--- src/rtl/bus_arb_pkg.sv ---
// Shared constants, state encoding and helpers for the 8-way round-robin bus arbiter.
package bus_arb_pkg;

  localparam int N_REQ = 8;
  localparam int SEL_W = 3;
  localparam int CNT_W = 4;

  typedef enum logic [1:0] {
    ST_IDLE  = 2'd0,
    ST_GRANT = 2'd1,
    ST_GAP   = 2'd2
  } state_t;

  function automatic logic [N_REQ-1:0] onehot(input logic [SEL_W-1:0] idx);
    logic [N_REQ-1:0] one;
    one = {{(N_REQ-1){1'b0}}, 1'b1};
    return one << idx;
  endfunction

endpackage

--- src/rtl/rr_pick.sv ---
// Combinational round-robin picker: first set request scanning circularly from ptr+1.
module rr_pick
  import bus_arb_pkg::*;
(
  input  logic [N_REQ-1:0] i_req,
  input  logic [SEL_W-1:0] i_ptr,
  output logic             o_valid,
  output logic [SEL_W-1:0] o_idx
);

  logic [N_REQ-1:0] w_rot;
  logic [SEL_W-1:0] w_off;

  // Rotate so that bit 0 corresponds to requester ptr+1 (3-bit wrap).
  always_comb begin
    w_rot = {N_REQ{1'b0}};
    for (int k = 0; k < N_REQ; k++) begin
      w_rot[k] = i_req[i_ptr + SEL_W'(k + 1)];
    end
  end

  // Priority-encode the lowest set bit of the rotated vector.
  always_comb begin
    w_off = {SEL_W{1'b0}};
    for (int k = N_REQ - 1; k >= 0; k--) begin
      w_off = w_rot[k] ? SEL_W'(k) : w_off;
    end
  end

  assign o_valid = |i_req;
  assign o_idx   = i_ptr + w_off + SEL_W'(1);

endmodule

--- src/rtl/bus_arbiter_8.sv ---
// Round-robin owner FSM for the 16-bit internal bus: bounded hold, lock override,
// and a one-cycle dead gap between owners. All outputs are registered.
module bus_arbiter_8
  import bus_arb_pkg::*;
#(
  parameter int MAX_HOLD = 15
) (
  input  logic             i_clk,
  input  logic             i_rst_n,
  input  logic [N_REQ-1:0] i_req,
  input  logic             i_lock,
  output logic [N_REQ-1:0] o_gnt,
  output logic [SEL_W-1:0] o_sel,
  output logic             o_en,
  output logic             o_busy
);

  localparam logic [CNT_W-1:0] HOLD_MAX = CNT_W'(MAX_HOLD);

  state_t           r_state, w_state_nxt;
  logic [SEL_W-1:0] r_ptr, w_ptr_nxt;
  logic [SEL_W-1:0] r_sel, w_sel_nxt;
  logic [CNT_W-1:0] r_cnt, w_cnt_nxt;
  logic [N_REQ-1:0] r_gnt, w_gnt_nxt;
  logic             r_en, w_en_nxt;
  logic             r_busy, w_busy_nxt;
  logic             w_valid;
  logic [SEL_W-1:0] w_idx;
  logic             w_release;

  rr_pick u_pick (
    .i_req   (i_req),
    .i_ptr   (r_ptr),
    .o_valid (w_valid),
    .o_idx   (w_idx)
  );

  // >= so that LOCK falling after saturation releases on that same cycle.
  assign w_release = !i_req[r_sel] || ((r_cnt >= HOLD_MAX) && !i_lock);

  // Next-state, pointer, hold counter and next output values.
  always_comb begin
    w_state_nxt = r_state;
    w_ptr_nxt   = r_ptr;
    w_cnt_nxt   = r_cnt;
    w_sel_nxt   = r_sel;
    w_gnt_nxt   = {N_REQ{1'b0}};
    w_en_nxt    = 1'b0;
    w_busy_nxt  = 1'b0;
    case (r_state)
      ST_IDLE, ST_GAP: begin
        if (w_valid) begin
          w_state_nxt = ST_GRANT;
          w_ptr_nxt   = w_idx;
          w_cnt_nxt   = CNT_W'(1);
          w_sel_nxt   = w_idx;
          w_gnt_nxt   = onehot(w_idx);
          w_en_nxt    = 1'b1;
          w_busy_nxt  = 1'b1;
        end else begin
          w_state_nxt = ST_IDLE;
          w_cnt_nxt   = {CNT_W{1'b0}};
        end
      end
      ST_GRANT: begin
        if (w_release) begin
          w_state_nxt = ST_GAP;
          w_cnt_nxt   = {CNT_W{1'b0}};
        end else begin
          w_state_nxt = ST_GRANT;
          w_gnt_nxt   = r_gnt;
          w_en_nxt    = 1'b1;
          w_busy_nxt  = 1'b1;
          w_cnt_nxt   = (r_cnt < HOLD_MAX) ? (r_cnt + CNT_W'(1)) : r_cnt;
        end
      end
      default: begin
        w_state_nxt = ST_IDLE;
        w_cnt_nxt   = {CNT_W{1'b0}};
      end
    endcase
  end

  // State, pointer, counter and output registers; PTR resets to 7 so the first scan starts at 0.
  always_ff @(posedge i_clk or negedge i_rst_n) begin
    if (!i_rst_n) begin
      r_state <= ST_IDLE;
      r_ptr   <= {SEL_W{1'b1}};
      r_cnt   <= {CNT_W{1'b0}};
      r_sel   <= {SEL_W{1'b0}};
      r_gnt   <= {N_REQ{1'b0}};
      r_en    <= 1'b0;
      r_busy  <= 1'b0;
    end else begin
      r_state <= w_state_nxt;
      r_ptr   <= w_ptr_nxt;
      r_cnt   <= w_cnt_nxt;
      r_sel   <= w_sel_nxt;
      r_gnt   <= w_gnt_nxt;
      r_en    <= w_en_nxt;
      r_busy  <= w_busy_nxt;
    end
  end

  assign o_gnt  = r_gnt;
  assign o_sel  = r_sel;
  assign o_en   = r_en;
  assign o_busy = r_busy;

endmodule

--- config.mk ---
export PLATFORM = sky130hd
export DESIGN_NAME = bus_arbiter_8
export DESIGN_NICKNAME = d
export VERILOG_FILES = /design/src/rtl/bus_arb_pkg.sv /design/src/rtl/rr_pick.sv /design/src/rtl/bus_arbiter_8.sv
export SDC_FILE = /design/constraint.sdc
export NUM_CORES = 1
export LEC_CHECK = 0
export ABC_CLOCK_PERIOD_IN_PS = 3300
export BUFFER_PORTS_ARGS = -buffer_cell sky130_fd_sc_hd__buf_2
export CAP_MARGIN = 25
export CORE_MARGIN = 2
export CORE_UTILIZATION = 51
export DETAILED_ROUTE_END_ITERATION = 6
export MAX_ROUTING_LAYER = met4
export PLACE_DENSITY = 0.79
export SLEW_MARGIN = 10
export SYNTH_ARGS = -nofsm -noshare
export SYNTH_HDL_FRONTEND = slang
export SYNTH_HIERARCHICAL = 1
export SYNTH_SLANG_ARGS = --single-unit
--- constraint.sdc ---
create_clock -name i_clk -period 3.3 [get_ports i_clk]
set_clock_uncertainty 0.15 [all_clocks]
set_input_delay 0.825 -clock i_clk [delete_from_list [all_inputs] [get_ports i_clk]]
set_output_delay 0.825 -clock i_clk [all_outputs]
set_load 0.02 [all_outputs]
Word-level counts from Yosys, hierarchy flattened
Index checks and enable logic that the tools add are counted.
{"block": "word_totals", "word_cells": 79, "input_bits": 11, "regBits": 21, "output_inout_bits": 13}
{"block": "op_classes", "shifts": 1, "add_sub_neg": 10, "eq_ne": 4, "magnitude_cmp": 11, "reduce_logical": 8, "mux": 39}
{"operator": "$lt A3 B4 Y1 const B", "count": 9}
{"operator": "$bmux W1 S3", "count": 9}
{"operator": "$mux W3", "count": 8}
{"operator": "$mux W8", "count": 2}
{"operator": "$pmux W8 S2", "count": 1}
{"operator": "$mux W1", "count": 13}
{"operator": "$add A3 B3 Y3 const B", "count": 4}
{"operator": "$mux W4", "count": 2}
{"operator": "$pmux W4 S2", "count": 1}
{"operator": "$reduce_or A8 Y1", "count": 1}
{"operator": "$shl A1 B3 Y8 const A", "count": 1}
{"operator": "$add A3 B1 Y3 const B", "count": 2}
{"operator": "$add A3 B2 Y3 const B", "count": 2}
{"operator": "$add A4 B1 Y4 const B", "count": 1}
{"operator": "$ge A4 B4 Y1 const B", "count": 1}
{"operator": "$lt A4 B4 Y1 const B", "count": 1}
{"operator": "$pmux W2 S2", "count": 1}
{"operator": "$add A3 B3 Y3", "count": 1}
{"operator": "$ne A3 B3 Y1 const B", "count": 1}
{"operator": "$eq A2 B1 Y1 const B", "count": 1}
{"operator": "$eq A2 B2 Y1 const B", "count": 1}
{"operator": "$logic_not A1 Y1", "count": 2}
{"operator": "$logic_not A2 Y1", "count": 1}
{"operator": "$mux W2", "count": 1}
{"operator": "other kinds (6)", "count": 6}

Longest topological paths before layout
Gate-level depths: netlist of run 1.
{"block": "depth", "word_depth": 15, "mapped_depth": 16, "ltp_nobuf": 15}

By module
Netlist of run 1, hierarchy kept.
{"module": "bus_arbiter_8", "seq_area_each_um2": 504.2, "instances": 1, "area_each_um2": 924.6, "cells_each": 86}
{"module": "rr_pick", "seq_area_each_um2": 0.0, "instances": 1, "area_each_um2": 603.1, "cells_each": 54}

Worst setup path before layout of run 1
Ideal clock, no wire load.
{"block": "synth_timing", "path_type": "input -> register", "from": "input i_req[0]", "to": "register r_gnt[2], in the netlist o_gnt[2]", "required_ns": 3.031, "path_buffers": 0, "t_arrival_ns": 3.335, "cell_stages": 13, "slack_ns": -0.304, "setup_ns": 0.119, "cell_sequence": "mux4_1 > mux2_2 > nand2_1 > a31oi_1 > a211oi_1 > ha_1 > inv_1 > fa_1 > xor2_1 > xnor2_1 > nand2b_1 > nor3_1 > a21o_2"}
{"block": "synth_via", "elab_chain_cells": 15, "elab_cells_between_ends": 35, "classes_between": "add/sub (2); eq/ne (1); shift (1); mux (28); reduce/logical (3)"}
{"item": "start: declaration", "line": "bus_arbiter_8.sv:10", "rtl": "input logic [N_REQ-1:0] i_req,"}
{"item": "$bmux W1 S3", "line": "rr_pick.sv:18", "rtl": "w_rot[k] = i_req[i_ptr + SEL_W'(k + 1)];"}
{"item": "$mux W1 (implied by the code)", "line": "rr_pick.sv:18"}
{"item": "$mux W3 (7 in a row)", "line": "rr_pick.sv:26", "rtl": "w_off = w_rot[k] ? SEL_W'(k) : w_off;"}
{"item": "$mux W3 (*)", "line": "rr_pick.sv:26"}
{"item": "$add A3 B3 Y3 (*)", "line": "rr_pick.sv:31", "rtl": "assign o_idx = i_ptr + w_off + SEL_W'(1);"}
{"item": "$add A3 B1 Y3 (*)", "line": "rr_pick.sv:31"}
{"item": "named net w_idx[2]", "line": "bus_arbiter_8.sv:28", "rtl": "logic [SEL_W-1:0] w_idx;"}
{"item": "$shl A1 B3 Y8 (*)", "line": "bus_arb_pkg.sv:17", "rtl": "return one << idx;"}
{"item": "$mux W8 (*)", "line": "bus_arbiter_8.sv:52", "rtl": "if (w_valid) begin"}
{"item": "$pmux W8 S2 (*)", "line": "bus_arbiter_8.sv:50", "rtl": "case (r_state)"}
{"item": "end signal: assignment", "line": "bus_arbiter_8.sv:91", "rtl": "r_gnt <= {N_REQ{1'b0}};"}
{"item": "end signal: assignment", "line": "bus_arbiter_8.sv:99", "rtl": "r_gnt <= w_gnt_nxt;"}
{"item": "end: declaration", "line": "bus_arbiter_8.sv:24", "rtl": "logic [N_REQ-1:0] r_gnt, w_gnt_nxt;"}
Mark *: on every way through the listed nets, which the timed path passes. The rest lies on a longest branch. The select of a mux whose other input is x is not followed.
A chain may end at the register's enable or synchronous reset.

Worst setup path after layout of run 1
{"block": "layout_timing", "from": "register r_ptr[1]", "to": "register r_gnt[6], in the netlist o_gnt[6]"}
{"block": "layout_via", "elab_chain_cells": 15, "elab_cells_between_ends": 36, "classes_between": "add/sub (9); shift (1); mux (26)"}
{"item": "start: declaration", "line": "bus_arbiter_8.sv:21", "rtl": "logic [SEL_W-1:0] r_ptr, w_ptr_nxt;"}
{"item": "start signal: assignment", "line": "bus_arbiter_8.sv:88", "rtl": "r_ptr <= {SEL_W{1'b1}};"}
{"item": "start signal: assignment", "line": "bus_arbiter_8.sv:96", "rtl": "r_ptr <= w_ptr_nxt;"}
{"item": "$add A3 B3 Y3 / $bmux W1 S3 (equally long branches)", "line": "rr_pick.sv:18"}
{"item": "$bmux W1 S3 / $mux W1 (equally long branches)", "line": "rr_pick.sv:18"}
{"item": "$mux W1 (implied by the code) / $mux W3 (equally long branches)", "line": "rr_pick.sv:18, rr_pick.sv:26"}
{"item": "$mux W3 (7 in a row)", "line": "rr_pick.sv:26"}
{"item": "$add A3 B3 Y3 (*)", "line": "rr_pick.sv:31"}
{"item": "$add A3 B1 Y3 (*)", "line": "rr_pick.sv:31"}
{"item": "named net w_idx[2]", "line": "bus_arbiter_8.sv:28"}
{"item": "$shl A1 B3 Y8 (*)", "line": "bus_arb_pkg.sv:17"}
{"item": "$mux W8 (*)", "line": "bus_arbiter_8.sv:52"}
{"item": "$pmux W8 S2 (*)", "line": "bus_arbiter_8.sv:50"}
Marked as above.

==> reports/results.ini, run 1 <==
[global_routing]
grt-ovfl-total = 0
grt_util_all_layers = 0.247
grt_pass1_wl_um = 6290
antenna_found_initial = 0
grt_max_degree = 21
grt_pass1_vias = 1353

[yosys]
synthDistinctLibCells = 41
synth_edf_count = 0
synth_top_family_by_area = multiplexers
synth_fa_ha_area_frac = 0.0459
async_flop_share = 1.00
synthCells = 140
yosys_warnings = 6
ys_ff_latch = 20
synth_compound_area_frac = 0.104
synth_xor_area_frac = 0.0287
synth_area_sq_um = 1530
synth_mux_area_frac = 0.264
synthFlopType = dfrtp_1
ys_seq_area_frac = 0.330
synth_nets = 156
synthSimpleGateAreaFrac = 0.185
synth.avg_cell_area_sq_um = 10.9

[floorplan]
start_util = 0.545
core_area_sq_um = 2810
die_w_um = 58.7
dieHeight_um = 58.7
ios = 24
die-area_sq_um = 3450
rows = 19

[clocking]
cts_tree = built
clock_sinks = 20
root_buffer = clkbuf_4
cts.path.max_buffers = 2
cts_buffers = 3
cts.clk_slew.worst_paths_ns = 0.11
clk_latency_ns = 0.30
ctsHtreeMaxLevel = 1

[timing]
final_max_slew_viol_count = 0
relSlewSlack = 0.696
rsz0062_at_grt = true
finalHoldViolations = 0
setup_viol = 10
finalWorstSetupSlack_ns = -0.229
fmaxAchievable_mhz = 283
min_period_over_period = 1.07
worst_slew_pin_slew_ns = 0.456
min_period_ns = 3.53

[routing]
postRouteWirelength_um = 3900
wl_per_cell_um = 17.7
vias_per_cell = 6.12
drtIter0Drc = 48
drt.antenna.violating_nets = 0
vias = 1352
dr.pass1.iters = 4
drc = 0

[critical_path]
crit_path_max_fanout = 7
crit_path_cell_trace = inv_2 > ha_4 > mux4_2 > mux2i_4 > nand3_2 > a31oi_2 > a211oi_2 > ha_2 > inv_2 > fa_2 > xor2_2 > xnor2_2 > buf_4 > buf_4 > a32o_1
cp_top_family = adder cells
timing.rr.start = r_ptr[1]
path_class = reg2reg
start_kind = flop
end_kind = flop
r2r_end = o_gnt[6]
path_buf_inv = 4
reg2regPathDepth = 15
crit_path_max_incr_delay_ns = 0.66
cpMaxStageDelayCell = dfstp_2
required_ns = 3.35
cp_num_cells = 15
critPathCapture = o_gnt[6]
r2r_slack_ns = -0.23
crit_path_start = r_ptr[1]
arrival_ns = 3.58

[cells_and_area]
fill_cells = 195
syn_to_final_growth_pct = 34.3
design_area_sq_um = 2050
final_nets = 207
final_layout_size_suffix_gt1_frac = 0.521
final_cells = 221
num_antenna_cells = 0

[placed_design]
gp_congestion = 0.935
io_buffers = 23
dp_cells = 214
dpl_cell_area_sq_um = 1870
dpl.hpwl_um = 2910

[run]
maxCapViolCount = 0

[run_status]
outcome = complete, but fails checks
violations = negative setup slack

[min_path]
hold_path_class = in2async

[metal layers]
metal  GRT usage  part of all wire  vias to the layer above
li1            -                 -                      626
met1       0.300              0.40                      698
met2       0.443              0.57                       20
met3      0.0154             0.017                        8
met4      0.0682             0.016                        0
met5           -                 0                        -
[cells in the mapped netlist, drive strengths merged, types with 2 or more instances]
cell,n,area share
nor3,5,0.016
mux4,10,0.16
o2bb2ai,3,0.017
nand3,6,0.023
nand3b,2,0.0098
mux2i,12,0.087
nor2,4,0.0098
a21o,2,0.011
a21oi,2,0.0066
xor2,2,0.011
o21ai,3,0.0098
dfstp,3,0.052
xnor2,3,0.017
inv,5,0.012
nor2b,2,0.0082
nand2b,6,0.029
a32o,2,0.013
buf,5,0.028
dfrtp,17,0.28
mux2,2,0.015
nand2,26,0.064
nor4,2,0.0082
ha,4,0.033
[worst min path at each step]
stage / depth (start not counted) / slack, ns / endpoint / from
floorplan: 2 / 0.29 / r_ptr[2] / r_ptr[2]
global placement: 1 / 0.31 / o_gnt[4] / o_gnt[4]
detailed placement: 1 / 0.32 / o_gnt[4] / o_gnt[4]
CTS: 1 / 0.30 / r_cnt[1] / i_rst_n
global route: 1 / 0.32 / r_cnt[1] / i_rst_n
finish: 1 / 0.29 / r_cnt[1] / i_rst_n
[stage by stage]
| step | setup TNS (ns) | hold WS (ns) | worst slack (ns) | utilization |
|---|---|---|---|---|
| after floorplan | -0.345 | 0.287 | -0.162 | - |
| after global placement | -2.33 | 0.312 | -0.369 | 0.667 |
| after detailed placement | -3.04 | 0.316 | -0.445 | 0.667 |
| after CTS | -0.441 | 0.299 | -0.156 | 0.691 |
| after global routing | -2.41 | 0.320 | -0.332 | 0.731 |
| final | -1.06 | 0.290 | -0.229 | 0.731 |
[cell usage in the layout, fill, tap and decap left out, types with 4 or more instances in the layout]
cell	count
buf_2	23
buf_4	26
dfrtp_1	17
mux2i_1	8
mux2i_4	4
mux4_1	4
mux4_2	6
nand2_1	23
nor2_1	4
[timing repair]
| action | 4_1_cts | 5_1_grt |
|---|---|---|
| pin swaps | 2 | 5 |
| buffers inserted | 1 | 2 |
| endpoints found under the setup margin | 6 | 12 |
| resized for setup | 3 | 20 |
| hold buffers | 0 | 0 |
[registers in the layout, indices dropped and copies added, names as in the netlist]
register and count:
r_state 2, o_sel 3, o_gnt 8, r_ptr 3, r_cnt 4
[logic make-up (layout without fill, tap and decap cells)]
| logic type | count (synthesis) | after routing |
|---|---|---|
| simple gates | 56 | 56 |
| mux | 24 | 24 |
| flops | 20 | 20 |
| compound gates | 19 | 19 |
| buf+inv | 11 | 61 |
| fa+ha+maj | 5 | 5 |
| xor+xnor | 5 | 5 |
[layout make-up]
cell class                      count  area [sq um]  share of cell area
Clock buffer                        3          22.5              0.0110
Timing Repair Buffer               52           344               0.168
Inverter                            5          18.8             0.00915
Sequential cell                    20           504               0.246
Clock inverter                      1          30.0              0.0146
Tap cell                           31          38.8              0.0189
Multi-Input combinational cell    109          1090               0.533
[worst reg2reg max path, cell delays in order, from the launching register on]
cell	delay (ns)
dfstp_2	0.66
inv_2	0.07
ha_4	0.29
mux4_2	0.37
mux2i_4	0.26
nand3_2	0.13
a31oi_2	0.19
a211oi_2	0.06
ha_2	0.18
inv_2	0.05
fa_2	0.20
xor2_2	0.20
xnor2_2	0.14
buf_4	0.16
buf_4	0.13
a32o_1	0.22
Power of run 1 is left out: the tool's default activity adds up to more than one toggle a clock period on the data nets, which glitch-free logic cannot reach.
==> run 2, diff against run 1 <==
- CORE_MARGIN: 2 -> 3
==> run 2 against run 1 <==
- the run still ends with negative setup slack left
- die area increased by 6.9%
- sequential cell count is the same
- core utilization is 0.58 points lower
- hold slack better by 0.010 ns
- first-iteration DRC count grew 140%
- register-to-register slack improved by 0.13 ns
- routed wire length fell by 8.6%
- setup slack better by 0.13 ns
- final cell count fell by 0.45%
- maximum frequency increased by 3.9%
- via count down 4.7%
==> reports/results.ini, run 2 (synthesis gave the netlist of run 1 again) <==
[timing]
fmaxAchievable_mhz = 295
finalWorstSetupSlack_ns = -0.0954
min_period_over_period = 1.03
relSlewSlack = 0.703
setup_viol = 5
final_max_slew_viol_count = 0
finalSetupTns_ns = -0.322
worst_slew_pin_slew_ns = 0.446
min_period_ns = 3.40
rsz0062_at_grt = true
finalHoldViolations = 0

[critical_path]
crit_path_max_fanout = 7
cpMaxStageDelayCell = dfstp_2
required_ns = 3.35
arrival_ns = 3.45
path_buf_inv = 3
crit_path_cell_trace = mux4_1 > mux2_2 > a211oi_2 > ha_2 > inv_2 > fa_2 > xor2_2 > xnor2_2 > buf_4 > buf_6 > a32o_1
crit_path_max_incr_delay_ns = 0.65
r2r_slack_ns = -0.1
cp_top_family = multiplexers
path_class = reg2reg
end_kind = flop
start_kind = flop

[cells_and_area]
fill_cells = 194
num_antenna_cells = 0
final_nets = 206
layout_common_cells = nand2_1, buf_4, buf_2
syn_to_final_growth_pct = 33.3
largest_reg_flops = 8
final_layout_size_suffix_gt1_frac = 0.540

[placed_design]
gp_congestion = 0.856
place_ws_ns = -0.409
dpl.hpwl_um = 2730
io_buffers = 23

[floorplan]
die_w_um = 60.7
start_util = 0.545
ios = 24
core_area_sq_um = 2810
dieHeight_um = 60.7
die-area_sq_um = 3690
rows = 19

[routing]
wl_per_cell_um = 16.2
vias_per_cell = 5.85
postRouteWirelength_um = 3570
drc = 0
drt.antenna.violating_nets = 0
drtIter0Drc = 114
dr.pass1.iters = 4
vias = 1288

[global_routing]
grt_util_all_layers = 0.224
grt_pass1_wl_um = 6020
antenna_found_initial = 0
grt_pass1_vias = 1272
grt_use_met1 = 0.290
use_met3 = 0.0319
busiest_layer = met2
grtUsageMet2 = 0.369
grt_max_degree = 21
grt-ovfl-total = 0

[clocking]
clk_latency_ns = 0.30
cts_tree = built
ctsHtreeMaxLevel = 1
root_buffer = clkbuf_4
clock_sinks = 20
cts.clk_slew.worst_paths_ns = 0.11
cts.path.max_buffers = 2
cts_buffers = 3

[run_status]
violations = negative setup slack
outcome = complete, but fails checks

[min_path]
hold_path_class = in2async

[run]
maxCapViolCount = 0

## run 2: changes by cell type in the layout (fill, tap and decap cells not counted), sizes merged
cell,before,now
clkbuf,3,4
bufinv,1,0
buf,52,51
## run 2: timing repair
| action | 4_1_cts | 5_1_grt |
|---|---|---|
| setup endpoints to repair | 9 | 11 |
| resized for setup | 12 | 16 |
| setup buffers | 2 | 3 |
| pin swaps | 4 | 6 |
| hold buffers | 0 | 0 |
## run 2: final timing paths
kind                           from  cells after the start       end
max                        r_ptr[0]                     11  o_gnt[6]
min                         i_rst_n                      1  o_gnt[0]
max reg2reg                r_ptr[0]                     11  o_gnt[6]
min reg2reg                o_gnt[4]                      1  o_gnt[4]
max in group asynchronous   i_rst_n                      1  r_ptr[0]
min in group i_clk         o_gnt[4]                      1  o_gnt[4]
## run 2: metrics by stage
stage | instance area, sq um | utilization | std cells | hold WS [ns]
floorplan | 1570 | - | 140 | 0.287
global placement | 1850 | 0.659 | 211 | 0.312
detailed placement | 1850 | 0.659 | 211 | 0.316
CTS | 1930 | 0.689 | 217 | 0.299
global route | 2040 | 0.726 | 220 | 0.313
finish | 2040 | 0.726 | 220 | 0.300
## run 2: metal layers
layer	wire, um	up-vias
li1	-	618
met1	1520	631
met2	1870	32
met3	132	7
met4	42	0
met5	0	-
## run 2: final cells by class
cell class / instances / area, sq um / area share
Inverter: 5 / 18.8 / 0.00922
Tap cell: 31 / 38.8 / 0.0191
Multi-Input combinational cell: 109 / 1100 / 0.541
Clock buffer: 4 / 36.3 / 0.0178
Timing Repair Buffer: 51 / 337 / 0.165
Sequential cell: 20 / 504 / 0.248
Power of run 2 is left out for the same reason.
==> run 3, diff against run 2 <==
- CORE_MARGIN: 3 -> not set
==> run 3 against run 2 <==
- register-to-register slack got worse by 0.06 ns
- final area decreased by 1.3%
- routed wire length rose by 3.5%
- core utilization is 0.94 points lower
- die area fell by 13%
- via count up 2.3%
- global-route usage up 4.1 points
- largest cell class unchanged
- sequential cell count unchanged
- count of clock-buffer cells in the layout fell by 1
- maximum frequency shrank 1.8%
- the run still ends with negative setup slack left
- first-iteration DRC count down 40%
- critical path depth is 2 higher
==> reports/results.ini, run 3 (synthesis gave the netlist of run 1 again) <==
[run_status]
outcome = complete, but fails checks
violations = negative setup slack

[floorplan]
rows = 19
die-area_sq_um = 3220
start_util = 0.545
ios = 24
die_w_um = 56.7
core_area_sq_um = 2810
dieHeight_um = 56.7

[critical_path]
path_buf_inv = 1
arrival_ns = 3.52
cp_top_family = multiplexers
cpMaxStageDelayCell = dfstp_2
end_kind = flop
required_ns = 3.36
crit_path_max_fanout = 7
path_class = reg2reg
crit_path_cell_trace = mux4_2 > mux2_4 > nand2_2 > a31oi_2 > a211oi_2 > ha_2 > inv_2 > fa_2 > xor2_2 > xnor2_2 > nand2b_4 > nor3_1 > a21o_2
start_kind = flop
crit_path_max_incr_delay_ns = 0.64

[routing]
wl_per_cell_um = 16.7
dr.pass1.iters = 4
drtIter0Drc = 68
postRouteWirelength_um = 3690
drc = 0
drt.antenna.violating_nets = 0
vias_per_cell = 5.96
vias = 1317

[cells_and_area]
num_antenna_cells = 0
largest_reg_flops = 8
final_common_cell = buf_4
syn_to_final_growth_pct = 31.5
final_layout_size_suffix_gt1_frac = 0.511
final_nets = 207
layout_common_cells = buf_4, nand2_1, buf_2

[global_routing]
grt_max_degree = 21
grt_util_all_layers = 0.264
antenna_found_initial = 0
grt-ovfl-total = 0
grt_pass1_wl_um = 6390
grt_pass1_vias = 1419

[placed_design]
dpl.hpwl_um = 2790
io_buffers = 23
gp_congestion = 0.931

[timing]
finalHoldViolations = 0
final_max_slew_viol_count = 0
finalSetupTns_ns = -0.647
min_period_ns = 3.46
relSlewSlack = 0.703
min_period_over_period = 1.05
rsz0062_at_grt = true
setup_viol = 8
worst_slew_pin_slew_ns = 0.445
fmaxAchievable_mhz = 289
finalWorstSetupSlack_ns = -0.158

[clocking]
clock_sinks = 20
cts_buffers = 3
root_buffer = clkbuf_4
cts.clk_slew.worst_paths_ns = 0.12
ctsHtreeMaxLevel = 1
cts.path.max_buffers = 2
clk_latency_ns = 0.30
cts_tree = built

[run]
maxCapViolCount = 0

[min_path]
hold_path_class = in2async

==> run 3: worst paths after layout <==
path | startpoint | slack [ns] | to | cells after the start
max | r_ptr[1] | -0.16 | o_gnt[2] | 13
min | i_rst_n | 0.29 | o_gnt[0] | 1
max reg2reg | r_ptr[1] | -0.16 | o_gnt[2] | 13
min reg2reg | o_gnt[4] | 0.35 | o_gnt[4] | 1
max in group asynchronous | i_rst_n | 2.36 | r_ptr[0] | 1
min in group i_clk | o_gnt[4] | 0.35 | o_gnt[4] | 1
==> run 3: final cells by class <==
| class | instances | area, sq um |
|---|---|---|
| Clock buffer | 3 | 22.5 |
| Clock inverter | 1 | 30.0 |
| Fill cell | 201 | 796 |
| Inverter | 5 | 18.8 |
| Multi-Input combinational cell | 109 | 1060 |
| Sequential cell | 20 | 504 |
| Tap cell | 31 | 38.8 |
| Timing Repair Buffer | 52 | 333 |
==> run 3: metal layers <==
layer	wire length, um	part of all wire	vias up	track usage
met1	1490	0.40	650	0.309
li1	-	-	618	-
met5	0	0	-	-
met3	175	0.047	4	0.0438
met4	28	0.0076	0	0.0941
met2	1990	0.54	45	0.461
==> run 3: what timing repair did <==
action,4_1_cts,5_1_grt
setup endpoints to repair,8,10
hold buffers,0,0
resized for setup,14,3
pin swaps,6,4
hold endpoints to repair,0,0
setup buffers,7,0
==> run 3: worst register-to-register path: cells and delay by family, from the launching register on <==
kind / cells / cell delay [ns]
xor+xnor: 2 / 0.45
flops: 1 / 0.64
mux: 2 / 0.80
buf+inv: 1 / 0.04
simple gates: 3 / 0.31
compound gates: 3 / 0.45
fa+ha+maj: 2 / 0.54
==> run 3: per-stage QoR <==
stage / worst slack [ns] / cell area [sq um] / util / cells / hold WS (ns)
after floorplan: -0.162 / 1570 / - / 140 / 0.287
after global placement: -0.371 / 1840 / 0.656 / 210 / 0.312
after detailed placement: -0.438 / 1840 / 0.656 / 210 / 0.317
after CTS: -0.136 / 2000 / 0.711 / 221 / 0.298
after global routing: -0.274 / 2010 / 0.716 / 221 / 0.294
final: -0.158 / 2010 / 0.716 / 221 / 0.291
Power of run 3 is left out for the same reason.
